==> config.mk <==
export PLATFORM = sky130hd
export DESIGN_NAME = dm_access_arbiter_flat
export DESIGN_NICKNAME = d
export VERILOG_FILES = /design/src/rtl/dm_arb_pkg.sv /design/src/rtl/dm_access_arbiter_if.sv /design/src/rtl/dm_arb_grant.sv /design/src/rtl/dm_access_arbiter.sv /design/src/flat_wrapper.sv
export SDC_FILE = /design/constraint.sdc
export NUM_CORES = 1
export LEC_CHECK = 0
export ABC_AREA = 1
export CAP_MARGIN = 15
export CORE_MARGIN = 5
export CORE_UTILIZATION = 43
export CTS_BUF_LIST = sky130_fd_sc_hd__clkbuf_16
export DETAILED_ROUTE_END_ITERATION = 10
export GPL_TIMING_DRIVEN = 0
export HOLD_SLACK_MARGIN = 0.03
export PLACE_DENSITY = 0.81
export SLEW_MARGIN = 20
export SYNTH_ARGS = -nofsm -noshare
export SYNTH_HDL_FRONTEND = slang
export SYNTH_HIERARCHICAL = 1
export SYNTH_SLANG_ARGS = --single-unit
==> constraint.sdc <==
create_clock -name clk -period 4.5 [get_ports clk]
set_clock_uncertainty 0.2 [all_clocks]
set_input_delay 0.675 -clock clk [delete_from_list [all_inputs] [get_ports clk]]
set_output_delay 0.675 -clock clk [all_outputs]
set_load 0.02 [all_outputs]
==> src/rtl/dm_arb_pkg.sv <==
// dm_arb_pkg: shared types and constants for the data-memory access arbiter.
//   state_e : arbiter FSM encoding (IDLE / ACCESS / DONE)
//   owner_e : identifies which requester owns the memory port (OWN_CPU=0, OWN_EXT=1)
//   LAT_W   : width of the wait-cycle counter (RD_LAT is 0..7)
package dm_arb_pkg;

  localparam int LAT_W = 3;

  typedef enum logic [1:0] {
    IDLE   = 2'd0,
    ACCESS = 2'd1,
    DONE   = 2'd2
  } state_e;

  typedef enum logic {
    OWN_CPU = 1'b0,
    OWN_EXT = 1'b1
  } owner_e;

endpackage

==> src/rtl/dm_access_arbiter_if.sv <==
// dm_access_arbiter_if: bundles the CPU, external-requester and DM macro signals of the arbiter.
//   cpu_*  : CPU load/store request, payload, read data, ack and stall
//   ext_*  : external requester (loader / debug port) request, payload, read data and ack
//   DM_*   : single data-memory port
//   modport slave  : arbiter view (requests and DM_Read_Data in; acks, rdata and DM drive out)
//   modport master : requester/memory view (the mirror image)
interface dm_access_arbiter_if #(
  parameter int data_size = 32,
  parameter int mem_size  = 16
);

  logic                 cpu_req;
  logic                 cpu_we;
  logic [mem_size-1:0]  cpu_addr;
  logic [data_size-1:0] cpu_wdata;
  logic [data_size-1:0] cpu_rdata;
  logic                 cpu_ack;
  logic                 cpu_stall;

  logic                 ext_req;
  logic                 ext_we;
  logic [mem_size-1:0]  ext_addr;
  logic [data_size-1:0] ext_wdata;
  logic [data_size-1:0] ext_rdata;
  logic                 ext_ack;

  logic [mem_size-1:0]  DM_Address;
  logic                 DM_enable;
  logic [data_size-1:0] DM_Write_Data;
  logic [data_size-1:0] DM_Read_Data;

  modport slave (
    input  cpu_req, cpu_we, cpu_addr, cpu_wdata,
    output cpu_rdata, cpu_ack, cpu_stall,
    input  ext_req, ext_we, ext_addr, ext_wdata,
    output ext_rdata, ext_ack,
    output DM_Address, DM_enable, DM_Write_Data,
    input  DM_Read_Data
  );

  modport master (
    output cpu_req, cpu_we, cpu_addr, cpu_wdata,
    input  cpu_rdata, cpu_ack, cpu_stall,
    output ext_req, ext_we, ext_addr, ext_wdata,
    input  ext_rdata, ext_ack,
    input  DM_Address, DM_enable, DM_Write_Data,
    output DM_Read_Data
  );

endinterface

==> src/rtl/dm_arb_grant.sv <==
// dm_arb_grant: combinational choice of the next memory-port owner.
//   cpu_req_i    : CPU request
//   ext_req_i    : external requester request
//   last_owner_i : owner of the most recent grant
//   grant_o      : winner (only meaningful when at least one request is high)
// Build option: define DM_ARB_ROUND_ROBIN_EN to break ties in favour of the requester that
// was not granted last; otherwise the CPU always wins a tie.
module dm_arb_grant
  import dm_arb_pkg::*;
(
  input  logic   cpu_req_i,
  input  logic   ext_req_i,
  input  owner_e last_owner_i,
  output owner_e grant_o
);

`ifdef DM_ARB_ROUND_ROBIN_EN
  localparam bit RR_EN = 1'b1;
`else
  localparam bit RR_EN = 1'b0;
`endif

  always_comb begin
    grant_o = OWN_CPU;
    if (cpu_req_i && ext_req_i) begin
      // On a tie the external side only wins when alternation is enabled and the CPU went last.
      grant_o = (RR_EN && (last_owner_i == OWN_CPU)) ? OWN_EXT : OWN_CPU;
    end else if (ext_req_i) begin
      grant_o = OWN_EXT;
    end
  end

endmodule

==> src/rtl/dm_access_arbiter.sv <==
// dm_access_arbiter: shares one data-memory port between the CPU load/store path and an
// external requester. Each access is sequenced with RD_LAT extra wait cycles, read data is
// captured into the owner's rdata register and a one-cycle ack is returned.
//   clk  : system clock, rising edge
//   rst  : asynchronous, active-high reset
//   bus  : dm_access_arbiter_if.slave (CPU side, external side, DM macro port)
// Parameters: data_size (word width), mem_size (word-address width), RD_LAT (0..7).
// Build option: DM_ARB_ROUND_ROBIN_EN selects alternating tie-break (see dm_arb_grant).
module dm_access_arbiter
  import dm_arb_pkg::*;
#(
  parameter int data_size = 32,
  parameter int mem_size  = 16,
  parameter int RD_LAT    = 1
)(
  input logic           clk,
  input logic           rst,
  dm_access_arbiter_if.slave bus
);

  state_e               state_q, state_d;
  owner_e               owner_q, owner_d;
  owner_e               last_owner_q, last_owner_d;
  owner_e               grant;
  logic                 we_q, we_d;
  logic [LAT_W-1:0]     cnt_q, cnt_d;
  logic [mem_size-1:0]  dm_addr_q, dm_addr_d;
  logic                 dm_en_q, dm_en_d;
  logic [data_size-1:0] dm_wdata_q, dm_wdata_d;
  logic [data_size-1:0] cpu_rdata_q, cpu_rdata_d;
  logic [data_size-1:0] ext_rdata_q, ext_rdata_d;
  logic                 cpu_ack_w;
  logic                 ext_ack_w;

  dm_arb_grant u_grant (
    .cpu_req_i    (bus.cpu_req),
    .ext_req_i    (bus.ext_req),
    .last_owner_i (last_owner_q),
    .grant_o      (grant)
  );

  always_ff @(posedge clk or posedge rst) begin
    if (rst) begin
      state_q      <= IDLE;
      owner_q      <= OWN_CPU;
      last_owner_q <= OWN_EXT;
      we_q         <= 1'b0;
      cnt_q        <= '0;
      dm_addr_q    <= '0;
      dm_en_q      <= 1'b0;
      dm_wdata_q   <= '0;
      cpu_rdata_q  <= '0;
      ext_rdata_q  <= '0;
    end else begin
      state_q      <= state_d;
      owner_q      <= owner_d;
      last_owner_q <= last_owner_d;
      we_q         <= we_d;
      cnt_q        <= cnt_d;
      dm_addr_q    <= dm_addr_d;
      dm_en_q      <= dm_en_d;
      dm_wdata_q   <= dm_wdata_d;
      cpu_rdata_q  <= cpu_rdata_d;
      ext_rdata_q  <= ext_rdata_d;
    end
  end

  always_comb begin
    state_d      = state_q;
    owner_d      = owner_q;
    last_owner_d = last_owner_q;
    we_d         = we_q;
    cnt_d        = cnt_q;
    dm_addr_d    = dm_addr_q;
    dm_en_d      = dm_en_q;
    dm_wdata_d   = dm_wdata_q;
    cpu_rdata_d  = cpu_rdata_q;
    ext_rdata_d  = ext_rdata_q;
    case (state_q)
      IDLE: begin
        if (bus.cpu_req || bus.ext_req) begin
          owner_d      = grant;
          last_owner_d = grant;
          cnt_d        = LAT_W'(RD_LAT);
          state_d      = ACCESS;
          // The DM drive registers double as the payload latch, so the memory sees
          // the address/data/enable from the first ACCESS cycle with no req->DM path.
          if (grant == OWN_CPU) begin
            we_d       = bus.cpu_we;
            dm_en_d    = bus.cpu_we;
            dm_addr_d  = bus.cpu_addr;
            dm_wdata_d = bus.cpu_wdata;
          end else begin
            we_d       = bus.ext_we;
            dm_en_d    = bus.ext_we;
            dm_addr_d  = bus.ext_addr;
            dm_wdata_d = bus.ext_wdata;
          end
        end
      end
      ACCESS: begin
        if (cnt_q != '0) begin
          cnt_d = cnt_q - 1'b1;
        end else begin
          if (!we_q) begin
            if (owner_q == OWN_CPU) cpu_rdata_d = bus.DM_Read_Data;
            else                    ext_rdata_d = bus.DM_Read_Data;
          end
          dm_addr_d  = '0;
          dm_en_d    = 1'b0;
          dm_wdata_d = '0;
          state_d    = DONE;
        end
      end
      DONE: begin
        state_d = IDLE;
      end
      default: begin
        state_d = IDLE;
      end
    endcase
  end

  // Acks are decoded from registered state only.
  assign cpu_ack_w         = (state_q == DONE) && (owner_q == OWN_CPU);
  assign ext_ack_w         = (state_q == DONE) && (owner_q == OWN_EXT);
  assign bus.cpu_ack       = cpu_ack_w;
  assign bus.ext_ack       = ext_ack_w;
  assign bus.cpu_stall     = bus.cpu_req & ~cpu_ack_w;
  assign bus.cpu_rdata     = cpu_rdata_q;
  assign bus.ext_rdata     = ext_rdata_q;
  assign bus.DM_Address    = dm_addr_q;
  assign bus.DM_enable     = dm_en_q;
  assign bus.DM_Write_Data = dm_wdata_q;

`ifndef SYNTHESIS
  // A requester must hold req until its ack; the access still completes if it does not.
  always @(posedge clk) begin
    if (!rst && (state_q == ACCESS)) begin
      assert ((owner_q == OWN_CPU) ? bus.cpu_req : bus.ext_req)
        else $warning("dm_access_arbiter: owner dropped req during an access");
    end
  end
`endif

endmodule

==> src/flat_wrapper.sv <==
// flat-port wrapper written by rule: the top's interface ports become plain ports
module dm_access_arbiter_flat import dm_arb_pkg::*;
#(
  parameter int data_size = 32,
  parameter int mem_size  = 16,
  parameter int RD_LAT    = 1
)
  (clk, rst, bus_cpu_req, bus_cpu_we, bus_cpu_addr, bus_cpu_wdata, bus_cpu_rdata, bus_cpu_ack, bus_cpu_stall, bus_ext_req, bus_ext_we, bus_ext_addr, bus_ext_wdata, bus_ext_rdata, bus_ext_ack, bus_DM_Address, bus_DM_enable, bus_DM_Write_Data, bus_DM_Read_Data);
  dm_access_arbiter_if #(.data_size(data_size), .mem_size(mem_size)) bus_i ();
  input logic clk;
  input logic rst;
  input wire logic [$bits(bus_i.cpu_req)-1:0] bus_cpu_req;
  input wire logic [$bits(bus_i.cpu_we)-1:0] bus_cpu_we;
  input wire logic [$bits(bus_i.cpu_addr)-1:0] bus_cpu_addr;
  input wire logic [$bits(bus_i.cpu_wdata)-1:0] bus_cpu_wdata;
  output wire logic [$bits(bus_i.cpu_rdata)-1:0] bus_cpu_rdata;
  output wire logic [$bits(bus_i.cpu_ack)-1:0] bus_cpu_ack;
  output wire logic [$bits(bus_i.cpu_stall)-1:0] bus_cpu_stall;
  input wire logic [$bits(bus_i.ext_req)-1:0] bus_ext_req;
  input wire logic [$bits(bus_i.ext_we)-1:0] bus_ext_we;
  input wire logic [$bits(bus_i.ext_addr)-1:0] bus_ext_addr;
  input wire logic [$bits(bus_i.ext_wdata)-1:0] bus_ext_wdata;
  output wire logic [$bits(bus_i.ext_rdata)-1:0] bus_ext_rdata;
  output wire logic [$bits(bus_i.ext_ack)-1:0] bus_ext_ack;
  output wire logic [$bits(bus_i.DM_Address)-1:0] bus_DM_Address;
  output wire logic [$bits(bus_i.DM_enable)-1:0] bus_DM_enable;
  output wire logic [$bits(bus_i.DM_Write_Data)-1:0] bus_DM_Write_Data;
  input wire logic [$bits(bus_i.DM_Read_Data)-1:0] bus_DM_Read_Data;
  assign bus_i.cpu_req = bus_cpu_req;
  assign bus_i.cpu_we = bus_cpu_we;
  assign bus_i.cpu_addr = bus_cpu_addr;
  assign bus_i.cpu_wdata = bus_cpu_wdata;
  assign bus_cpu_rdata = bus_i.cpu_rdata;
  assign bus_cpu_ack = bus_i.cpu_ack;
  assign bus_cpu_stall = bus_i.cpu_stall;
  assign bus_i.ext_req = bus_ext_req;
  assign bus_i.ext_we = bus_ext_we;
  assign bus_i.ext_addr = bus_ext_addr;
  assign bus_i.ext_wdata = bus_ext_wdata;
  assign bus_ext_rdata = bus_i.ext_rdata;
  assign bus_ext_ack = bus_i.ext_ack;
  assign bus_DM_Address = bus_i.DM_Address;
  assign bus_DM_enable = bus_i.DM_enable;
  assign bus_DM_Write_Data = bus_i.DM_Write_Data;
  assign bus_i.DM_Read_Data = bus_DM_Read_Data;
  dm_access_arbiter #(.data_size(data_size), .mem_size(mem_size), .RD_LAT(RD_LAT)) u_core (.clk(clk), .rst(rst), .bus(bus_i));
endmodule
# Yosys cells after proc, flatten, opt, wreduce, memory -nomap -nowiden
# Cells that the tools add are included.
# word_totals
regBits	120
in_bits	134
output_inout_bits	116
elab_cells	53
# op_classes
add_sub_neg	1
n_eq_ne	5
n_mux	20
bitwise_logic	5
n_reduce_logical	13
# ops
operator	n
$mux W32	3
$pmux W32 S2	1
$mux W16	3
$pmux W16 S2	1
$reduce_and A4 Y1	2
$mux W3	2
$pmux W3 S2	1
$reduce_and A3 Y1	2
$mux W1	5
$mux W2	2
$ne A2 B1 Y1 const B	2
$not A1 Y1	4
$pmux W2 S2	1
$reduce_and A2 Y1	2
$logic_and A1 B1 Y1	3
$reduce_bool A3 Y1	1
$sub A3 B1 Y3 const B	1
$eq A2 B1 Y1 const B	1
$eq A2 B2 Y1 const B	1
$logic_not A2 Y1	1
$ne A2 B2 Y1 const B	1
$pmux W1 S2	1
$reduce_bool A2 Y1	1
$and A1 B1 Y1	1
$logic_or A1 B1 Y1	1

# Depth between registers and ports, before layout
# Gate-level depths: netlist of run 1.
# logic_depth
ltp_word	5
depth_mapped	10

# Modules after synthesis
# The synthesis of run 1 kept the hierarchy.
# modules_own_cells
module	instances	cells_each	area_per_inst_um2
dm_access_arbiter	1	809	5854.4
dm_arb_grant	1	2	10.0

# Worst setup path before layout of run 1
# No wires, ideal clock.
# synth_timing
kind	input to output
start	input port bus_cpu_req
end	output port bus_cpu_stall
arrival_ns	0.878
slack_ns	2.747
stages	2
n_path_buf	0
path_cell_list	o21ai_0 > inv_1
# synth_via
elab_chain_len	1
# synth_lines
item	line_no	source
start, declared	flat_wrapper.sv:12	input wire logic [$bits(bus_i.cpu_req)-1:0] bus_cpu_req;
$and A1 B1 Y1	dm_access_arbiter.sv:129	assign bus.cpu_stall = bus.cpu_req & ~cpu_ack_w;
end, declared	flat_wrapper.sv:18	output wire logic [$bits(bus_i.cpu_stall)-1:0] bus_cpu_stall;
# Every way passes these cells.

# Worst setup path after layout of run 1
# Ends and elaborated chain as after synthesis.

==> metrics.md, run 1 <==
| Metric | Value |
|---|---|
| Status | `complete, no violations` |
| Num CTS Buffers | `17` |
| CTS max path bufs | `2` |
| CTS tree | `done` |
| Number of global-route vias before repair | `5874` |
| Met3 routed WL | `1917 um` |
| Final Setup Violations | `0` |
| Initial drt markers | `421` |
| Most used cell, CP | `clkdlybuf4s50_1` |
| Area growth syn-to-layout | `58.34%` |
| Die ar. | `15980 um^2` |
| Setup Fix Bufs, Post-CTS | `0` |
| Nature of the critical path startpoint | `input port` |
| Vias/cell | `4.761` |
| IO Count | `250` |
| Rows | `42` |
| First-pass GRT wire length | `29700 um` |
| Max-slew headroom | `57.92%` |
| Share of post-route cells with drive strength above 1 | `6.514%` |
| RePlAce Congestion | `0.9006` |
| Max Cap Violations | `0` |
| PortBufs | `249` |
| Synthesized cell area | `5829 um^2` |
| Diodes inserted | `0` |
| Fin crit period | `2.862 ns` |
| Largest stage delay on the critical path | `0.64 ns` |
| Clk root buf | `clkbuf_16` |
| Mapped Nets | `944` |
| Met1 wire length | `7648 um` |
| Dpl hpwl | `13870 um` |
| Htree depth | `4` |
| Largest net degree at the start of global routing | `67` |
| Clock-pin slew on the worst setup and hold paths | `0.05 ns` |
| RSZ-0062 raised after global routing | `false` |
| Nets | `1213` |
| Pleak | `0.004800 uW` |
| Peak Freq | `349.4 MHz` |
| PnR worst setup slack | `1.638 ns` |
| Clock sinks | `120` |
| Final Hold Vio Count | `0` |
| Crit Path Max Fanout | `3` |
| Worst Setup End Kind | `output port` |
| Die Ht | `126.4 um` |
| Top Layer Used | `met4` |
| Data required, critical path | `3.62 ns` |
| Peak VDD IR | `0.3019 mV` |
| Mapped Cells | `808` |
| Met2 routed WL | `8536 um` |
| Starting Density | `44.02%` |
| Drt drc | `0` |
| Initial antenna violation count | `0` |
| Crit-path slowest cell | `clkdlybuf4s50_1` |
| CTS Hold Buffers Added | `0` |
| Layout Cells excl Fill | `1266` |
| Core footprint | `13240 um^2` |
| Die W | `126.4 um` |
| Minimum hold slack | `0.2676 ns` |
| Yosys warning total | `6` |
| WP data arrival | `1.99 ns` |
| GRT Total Usage | `23.12%` |
| # placed instances | `1234` |
| DRT Wirelength | `18500 um` |
| Pins Over Slew Limit | `0` |
| Antenna Violating Nets Remaining | `0` |
| Worst min path class | `reg -> reg` |
| Via count | `6027` |
| Grt ovf | `0` |
| Dpl ws | `1.639 ns` |
| Worst-Skew Late Latency | `0.40 ns` |
| WL per Instance | `14.61 um` |
| Worst slew pin tran | `0.6312 ns` |
| # resized after CTS | `0` |
| Crit Path Category | `in -> out` |
| Final cycle utilization of the critical path | `63.61%` |
| CP cell instances | `clkdlybuf4s50_1 > o21ai_0 > inv_1 > clkdlybuf4s50_1` |
| P per Cell Area | `750.5 nW/um^2` |
| Syn avg cell area | `7.215 um^2` |
| Number of detailed-route iterations in the first pass | `7` |
## report_power, final
group          total [uW]  internal, uW  switching, uW
registers            1880          1600            282
clock network        1510          1030            475
logic                3540          1460           2080
total                6930          4090           2840
## final timing paths
path	start	endpoint	slack, ns	depth (start not counted)
worst max-delay path	bus_cpu_req	bus_cpu_stall	1.64	4
worst min-delay path	u_core/bus.cpu_rdata[27]	u_core/bus.cpu_rdata[27]	0.27	2
worst max register to register	u_core/cnt_q[0]	u_core/bus.DM_Write_Data[3]	2.71	9
worst min register to register	u_core/bus.cpu_rdata[27]	u_core/bus.cpu_rdata[27]	0.27	2
max in group asynchronous	rst	u_core/cnt_q[0]	2.90	3
min in group asynchronous	rst	u_core/bus.cpu_rdata[27]	0.50	2
## routing by layer
metal	up-vias	GRT usage, %
li1	3010	-
met1	2723	28.52
met2	267	36.99
met3	27	8.743
met4	0	8.770
met5	-	0
## state kept, by name, summed over array words and instances (netlist names)
register / flops
u_core/bus.DM_Write_Data: 32
u_core/state_q: 2
u_core/we_q: 1
u_core/bus.DM_enable: 1
u_core/owner_q: 1
u_core/bus.ext_rdata: 32
u_core/cnt_q: 3
u_core/bus.cpu_rdata: 32
u_core/bus.DM_Address: 16
## cell usage in the layout, fill, tap and decap left out, types with 3 or more instances in the layout
| master | n |
|---|---|
| clkbuf_1 | 15 |
| bufinv_16 | 6 |
| nor2_2 | 4 |
| clkbuf_16 | 17 |
| buf_2 | 22 |
| inv_1 | 57 |
| buf_1 | 3 |
| nand2_1 | 347 |
| clkinv_1 | 4 |
| inv_2 | 4 |
| clkdlybuf4s50_1 | 249 |
| nand3_1 | 117 |
| buf_4 | 10 |
| nor2_1 | 103 |
| dfrtp_1 | 120 |
## layout make-up
class | count | area [um^2]
plain buffers | 50 | 252.7
clock buffers | 17 | 425.4
clock inverters | 15 | 230.2
fillers | 1095 | 4013
inverters | 62 | 237.7
multi-input cells | 576 | 2341
flip-flops and latches | 120 | 3003
well taps | 176 | 220.2
repair buffers | 250 | 2520
## critical path, delay by kind of cell
kind / cells / cell delay, ns
AOI/OAI and AO/OA: 1 / 0.10
buffers and inverters: 3 / 1.21
## per-stage QoR
stage / utilization (%) / area [um^2] / power, uW / TNS (ns)
2_1_floorplan: - / 5829 / 3844 / 0
3_3_place_gp: 64.50 / 8542 / 5370 / -153.93
3_5_place_dp: 64.75 / 8574 / 5443 / 0
4_1_cts: 69.70 / 9230 / 6987 / 0
5_1_grt: 69.70 / 9230 / 7402 / 0
6_report: 69.70 / 9230 / 6927 / 0
Note: power is estimated with default switching activity, not from simulation.
==> run 2: changes to the inputs <==
==> constraint.sdc (replaced) <==
create_clock -name clk -period 2.75 [get_ports clk]
set_clock_uncertainty 0.2 [all_clocks]
set_input_delay 0.4125 -clock clk [delete_from_list [all_inputs] [get_ports clk]]
set_output_delay 0.4125 -clock clk [all_outputs]
set_load 0.02 [all_outputs]
==> run 2 against run 1 <==
Effect of this change: sequential share of layout area shrank 0.21 points; via count shrank 0.27%; worst hold slack lost 0.11 ns; largest power group unchanged; wire length is essentially flat; die area is the same.
==> metrics.md, run 2 (synthesis results as in run 1) <==
| Metric | Value |
|---|---|
| Status | `complete, no violations (unchanged)` |
| Drt drc | `0 (unchanged)` |
| Via count | `6011 (was 6027)` |
| Clk root buf | `clkbuf_16 (unchanged)` |
| Number of fill cells | `1104 (was 1095)` |
| CTS tree | `done (unchanged)` |
| Core footprint | `13240 um^2 (unchanged)` |
| WP buf/inv | `3 (unchanged)` |
| Clock sinks | `120 (unchanged)` |
| Dpl ws | `0.4190 ns (was 1.639 ns)` |
| Max Cap Violations | `0 (unchanged)` |
| Reg2reg end | `u_core/bus.cpu_rdata[14] (was u_core/bus.DM_Write_Data[3])` |
| Area growth syn-to-layout | `59.37% (was 58.34%)` |
| Final Instance Area | `9290 um^2 (was 9230 um^2)` |
| Die Ht | `126.4 um (unchanged)` |
| P per Cell Area | `1220 nW/um^2 (was 750.5 nW/um^2)` |
| Worst min path class | `in -> async (was reg -> reg)` |
| PnR worst setup slack | `0.3756 ns (was 1.638 ns)` |
| Most common cell after layout, fill and taps aside | `nand2_1 (unchanged)` |
| Initial drt markers | `269 (was 421)` |
| Area after DPL | `8633 um^2 (was 8574 um^2)` |
| Area occupied by registers | `3003 um^2 (unchanged)` |
| Worst slew pin tran | `0.5523 ns (was 0.6312 ns)` |
| Diodes inserted | `0 (unchanged)` |
| Share of post-route cells with drive strength above 1 | `6.953% (was 6.514%)` |
| CP cell instances | `inv_2 > nand2_1 > o21ai_0 > inv_1 > clkdlybuf4s50_1 (was clkdlybuf4s50_1 > o21ai_0 > inv_1 > clkdlybuf4s50_1)` |
| Setup crit start | `u_core/state_q[0] (was bus_cpu_req)` |
| PortBufs | `249 (unchanged)` |
| Fin crit period | `2.374 ns` |
| Final Setup Violations | `0 (unchanged)` |
| Nature of the critical path startpoint | `register (was input port)` |
| Final cycle utilization of the critical path | `86.34%` |
| WL per Instance | `14.59 um (was 14.61 um)` |
| CTS max path bufs | `2 (unchanged)` |
| Top delay family on crit path | `buffers and inverters (unchanged)` |
| IO Count | `250 (unchanged)` |
| Setup Fix Bufs, Post-CTS | `0 (unchanged)` |
| Rows | `42 (unchanged)` |
| WP data arrival | `1.76 ns (was 1.99 ns)` |
| First-pass GRT wire length | `29620 um (was 29700 um)` |
| Worst flop-to-flop path startpoint | `u_core/cnt_q[0] (unchanged)` |
| Antenna Violating Nets Remaining | `0 (unchanged)` |
| Starting Density | `44.02% (unchanged)` |
| Pins Over Slew Limit | `0 (unchanged)` |
| Crit Path Category | `reg -> out (was in -> out)` |
| Pleak | `0.004828 uW (was 0.004800 uW)` |
| Largest net degree at the start of global routing | `32 (was 67)` |
| TNS Setup | `0 ns (unchanged)` |
| Number of global-route vias before repair | `5943 (was 5874)` |
| Initial antenna violation count | `0 (unchanged)` |
| Die W | `126.4 um (unchanged)` |
| Data required, critical path | `2.14 ns (was 3.62 ns)` |
| GRT Total Usage | `23.03% (was 23.12%)` |
| Most frequent cells in the layout | `nand2_1 (347), clkdlybuf4s50_1 (249), dfrtp_1 (120) (unchanged)` |
| Worst-Skew Late Latency | `0.41 ns (was 0.40 ns)` |
| Peak VDD IR | `0.4515 mV (was 0.3019 mV)` |
| Multi-input gate area | `2341 um^2 (unchanged)` |
| Largest stage delay on the critical path | `0.54 ns (was 0.64 ns)` |
| R2r worst-path depth | `8 (was 9)` |
| CTS Hold Buffers Added | `0 (unchanged)` |
| RePlAce Congestion | `0.8268 (was 0.9006)` |
| Number of detailed-route iterations in the first pass | `5 (was 7)` |
| Clock-pin slew on the worst setup and hold paths | `0.05 ns (about the same)` |
| Grt ovf | `0 (unchanged)` |
| Num CTS Buffers | `17 (unchanged)` |
| Worst Setup End Kind | `output port (unchanged)` |
| Crit Path Max Fanout | `3 (unchanged)` |
| Reg2Reg Setup Slack | `0.95 ns (was 2.71 ns)` |
| Crit-path slowest cell | `clkdlybuf4s50_1 (unchanged)` |
| Die ar. | `15980 um^2 (unchanged)` |
| Peak Freq | `421.2 MHz` |
| Nets | `1216 (was 1213)` |
| Vias/cell | `4.737 (was 4.761)` |
| DRT Wirelength | `18510 um (was 18500 um)` |
| Htree depth | `4 (unchanged)` |
| Max-slew headroom | `63.18% (was 57.92%)` |
| # resized after CTS | `0 (unchanged)` |
| Final Hold Vio Count | `0 (unchanged)` |
| Dpl hpwl | `14200 um (was 13870 um)` |
| RSZ-0062 raised after global routing | `false (unchanged)` |
## run 2: cell count changes in the layout (fill, tap and decap cells not counted), sizes merged
cell / change
clkinv: -2
clkinvlp: +2
buf: +3
## run 2: metal layers
metal | track usage, % | up-vias | wire [um]
met2 | 38.95 | 252 | 8669
met4 | 8.580 | 0 | 394
met3 | 8.911 | 29 | 1953
met5 | 0 | - | 0
li1 | - | 3010 | -
met1 | 26.51 | 2720 | 7496
## run 2: layout make-up
class / instances / share of cell area, %
buffer: 50 / 2.721
clock buffer: 17 / 4.579
clock inverter: 15 / 2.492
inverter: 62 / 2.545
multi-input combinational: 576 / 25.20
sequential: 120 / 32.32
tap: 176 / 2.370
timing repair buffer: 253 / 27.77
## run 2: how the worst max path moves through the flow
stage	slack [ns]	cells after the start	to
global placement	-0.48	2	u_core/bus.DM_Address[1]
finish	0.38	5	bus_cpu_stall
CTS	0.34	5	bus_cpu_stall
floorplan	0.67	1	u_core/bus.DM_Address[0]
global route	0.24	5	bus_cpu_stall
detailed placement	0.42	4	bus_cpu_stall
## run 2: through the flow
| stage | instances | hold WS [ns] | utilization, % | total power (uW) |
|---|---|---|---|---|
| 2_1_floorplan | 808 | 0.2783 | - | 6291 |
| 3_3_place_gp | 1233 | 0.2520 | 64.53 | 8754 |
| 3_5_place_dp | 1237 | 0.2574 | 65.19 | 8882 |
| 4_1_cts | 1269 | 0.1484 | 70.15 | 11430 |
| 5_1_grt | 1269 | 0.1764 | 70.15 | 12090 |
| 6_report | 1269 | 0.1571 | 70.15 | 11330 |
## run 2: report_power, final
| part | switching (uW) | internal, uW |
|---|---|---|
| logic | 3370 | 2400 |
| registers | 471 | 2610 |
| clock network | 789 | 1690 |
| total | 4630 | 6700 |
==> run 3: changes to the inputs <==
--- a/config.mk
+++ b/config.mk
@@ -14,7 +14,6 @@
 export GPL_TIMING_DRIVEN = 0
 export HOLD_SLACK_MARGIN = 0.03
 export PLACE_DENSITY = 0.81
-export SLEW_MARGIN = 20
 export SYNTH_ARGS = -nofsm -noshare
 export SYNTH_HDL_FRONTEND = slang
 export SYNTH_HIERARCHICAL = 1
==> constraint.sdc (replaced) <==
create_clock -name clk -period 2.75 [get_ports clk]
set_clock_uncertainty 0.2 [all_clocks]
set_input_delay 0.825 -clock clk [delete_from_list [all_inputs] [get_ports clk]]
set_output_delay 0.825 -clock clk [all_outputs]
set_load 0.02 [all_outputs]
==> run 3 against run 2 <==
Effect of this change: power is essentially flat; highest routed layer unchanged; fmax down 11%; non-clock buffer count fell by 1.
==> metrics.md, run 3 (synthesis results as in run 1) <==
| Metric | Value |
|---|---|
| Status | `complete, no violations (unchanged)` |
| Worst-Skew Late Latency | `0.41 ns (about the same)` |
| CTS tree | `done (unchanged)` |
| Pleak | `0.004826 uW (was 0.004828 uW)` |
| Util after Layout | `69.89% (was 70.15%)` |
| Peak Freq | `373.7 MHz (was 421.2 MHz)` |
| Share of post-route cells with drive strength above 1 | `6.868% (was 6.953%)` |
| RSZ-0062 raised after global routing | `false (unchanged)` |
| Data required, critical path | `1.73 ns (was 2.14 ns)` |
| Worst min path class | `reg -> reg (was in -> async)` |
| Crit Path Category | `in -> out (was reg -> out)` |
| Dpl hpwl | `14130 um (was 14200 um)` |
| First-pass GRT wire length | `29350 um (was 29620 um)` |
| Die Ht | `126.4 um (unchanged)` |
| Clock sinks | `120 (unchanged)` |
| DRT Wirelength | `18480 um (was 18510 um)` |
| Rows | `42 (unchanged)` |
| Clock-pin slew on the worst setup and hold paths | `0.05 ns (about the same)` |
| Diodes inserted | `0 (unchanged)` |
| CTS Hold Buffers Added | `0 (unchanged)` |
| Nets | `1215 (was 1216)` |
| Max-slew headroom | `56.44% (was 63.18%)` |
| Final Instance Area | `9255 um^2 (was 9290 um^2)` |
| Initial antenna violation count | `0 (unchanged)` |
| Most common cell after layout, fill and taps aside | `nand2_1 (unchanged)` |
| Final Setup Violations | `0 (unchanged)` |
| Final cycle utilization of the critical path | `97.31% (was 86.34%)` |
| Psw | `4635 uW (was 4633 uW)` |
| Clk root buf | `clkbuf_16 (unchanged)` |
| P per Cell Area | `1223 nW/um^2 (was 1220 nW/um^2)` |
| Initial drt markers | `285 (was 269)` |
| CTS max path bufs | `2 (unchanged)` |
| Starting Density | `44.02% (unchanged)` |
| Max Cap Violations | `0 (unchanged)` |
| RePlAce Congestion | `0.8268 (unchanged)` |
| IO Count | `250 (unchanged)` |
| Clock power frac | `21.9% (about the same)` |
| Total power | `11320 uW (was 11330 uW)` |
| PortBufs | `249 (unchanged)` |
| P_int | `6688 uW (was 6698 uW)` |
| Switch share | `40.93% (was 40.89%)` |
| WP data arrival | `1.65 ns (was 1.76 ns)` |
| Number of detailed-route iterations in the first pass | `5 (unchanged)` |
| Vias/cell | `4.791 (was 4.737)` |
| Via count | `6075 (was 6011)` |
| Crit Path Max Fanout | `3 (unchanged)` |
| Area growth syn-to-layout | `58.77% (was 59.37%)` |
| Worst slew pin tran | `0.6521 ns (was 0.5523 ns)` |
| Setup Fix Bufs, Post-CTS | `0 (unchanged)` |
| Worst Setup End Kind | `output port (unchanged)` |
| Fin crit period | `2.676 ns (was 2.374 ns)` |
| Drt drc | `0 (unchanged)` |
| Htree depth | `4 (unchanged)` |
| Die W | `126.4 um (unchanged)` |
| Number of global-route vias before repair | `5905 (was 5943)` |
| Num CTS Buffers | `17 (unchanged)` |
| Core footprint | `13240 um^2 (unchanged)` |
| Most frequent cells in the layout | `nand2_1 (347), clkdlybuf4s50_1 (246), dfrtp_1 (120) (was nand2_1 (347), clkdlybuf4s50_1 (249), dfrtp_1 (120))` |
| Largest net degree at the start of global routing | `40 (was 32)` |
| Number of fill cells | `1126 (was 1104)` |
| Grt ovf | `0 (unchanged)` |
| Final Hold Vio Count | `0 (unchanged)` |
| WL per Instance | `14.57 um (was 14.59 um)` |
| Area after DPL | `8606 um^2 (was 8633 um^2)` |
| Die ar. | `15980 um^2 (unchanged)` |
| Antenna Violating Nets Remaining | `0 (unchanged)` |
| Nature of the critical path startpoint | `input port (was register)` |
| GRT Total Usage | `22.97% (was 23.03%)` |
| Flop pwr share | `27.3% (was 27.2%)` |
| Peak VDD IR | `0.4505 mV (was 0.4515 mV)` |
| Gate power share | `50.8% (was 50.9%)` |
| Pins Over Slew Limit | `0 (unchanged)` |
-- run 3: through the flow --
stage | setup slack (ns) | TNS [ns] | hold slack (ns) | std cells
global route | 0.005602 | 0 | 0.2815 | 1268
floorplan | 0.2557 | 0 | 0.2783 | 808
CTS | 0.03333 | 0 | 0.2712 | 1268
global placement | -0.8889 | -106.14 | 0.2520 | 1233
finish | 0.07384 | 0 | 0.2664 | 1268
detailed placement | -0.4134 | -0.4134 | 0.2570 | 1236
-- run 3: cell type report --
type                            instances  area [um^2]  share of cell area (%)
Buffer                                 50        252.7                   2.731
Clock buffer                           17        425.4                   4.596
Clock inverter                         15        231.5                   2.501
Inverter                               62        236.5                   2.555
Multi-Input combinational cell        576         2341                   25.29
Sequential cell                       120         3003                   32.45
Tap cell                              176        220.2                   2.379
Timing Repair Buffer                  252         2545                   27.50
-- run 3: power groups by stage --
stage	Sequential [uW]	Clock (uW)	Combinational [uW]
floorplan	4010	0	2290
global placement	3080	0	5680
detailed placement	3100	0	5780
CTS	3090	2520	5790
global route	3190	2600	6280
finish	3090	2480	5750
-- run 3: final timing paths --
check	from	endpoint	slack [ns]	cells past startpoint
setup / recovery	bus_cpu_req	bus_cpu_stall	0.07	4
hold / removal	u_core/bus.ext_rdata[25]	u_core/bus.ext_rdata[25]	0.27	2
setup reg to reg	u_core/cnt_q[0]	u_core/bus.DM_Write_Data[4]	0.98	9
hold reg to reg	u_core/bus.ext_rdata[25]	u_core/bus.ext_rdata[25]	0.27	2
max in group asynchronous	rst	u_core/bus.cpu_rdata[14]	0.92	4
min in group asynchronous	rst	u_core/bus.cpu_rdata[4]	0.66	2
-- run 3: per-layer routing --
metal	vias up	share of wire (%)	GRT usage, %
met1	2795	41	26.31
met3	31	10	9.584
met5	-	0	0
met2	247	47	38.70
li1	3002	-	-
met4	0	2.2	8.139
-- run 3: repair_timing --
action,4_1_cts,5_1_grt
hold endpoints to repair,0,0
pin swaps,0,0
endpoints found under the setup margin,3,1
gates resized for setup,6,1
-- run 3: critical path, cell delays in order --
cell             delay (ns)
clkdlybuf4s50_1        0.51
o21ai_1                0.09
inv_1                  0.06
buf_2                  0.16
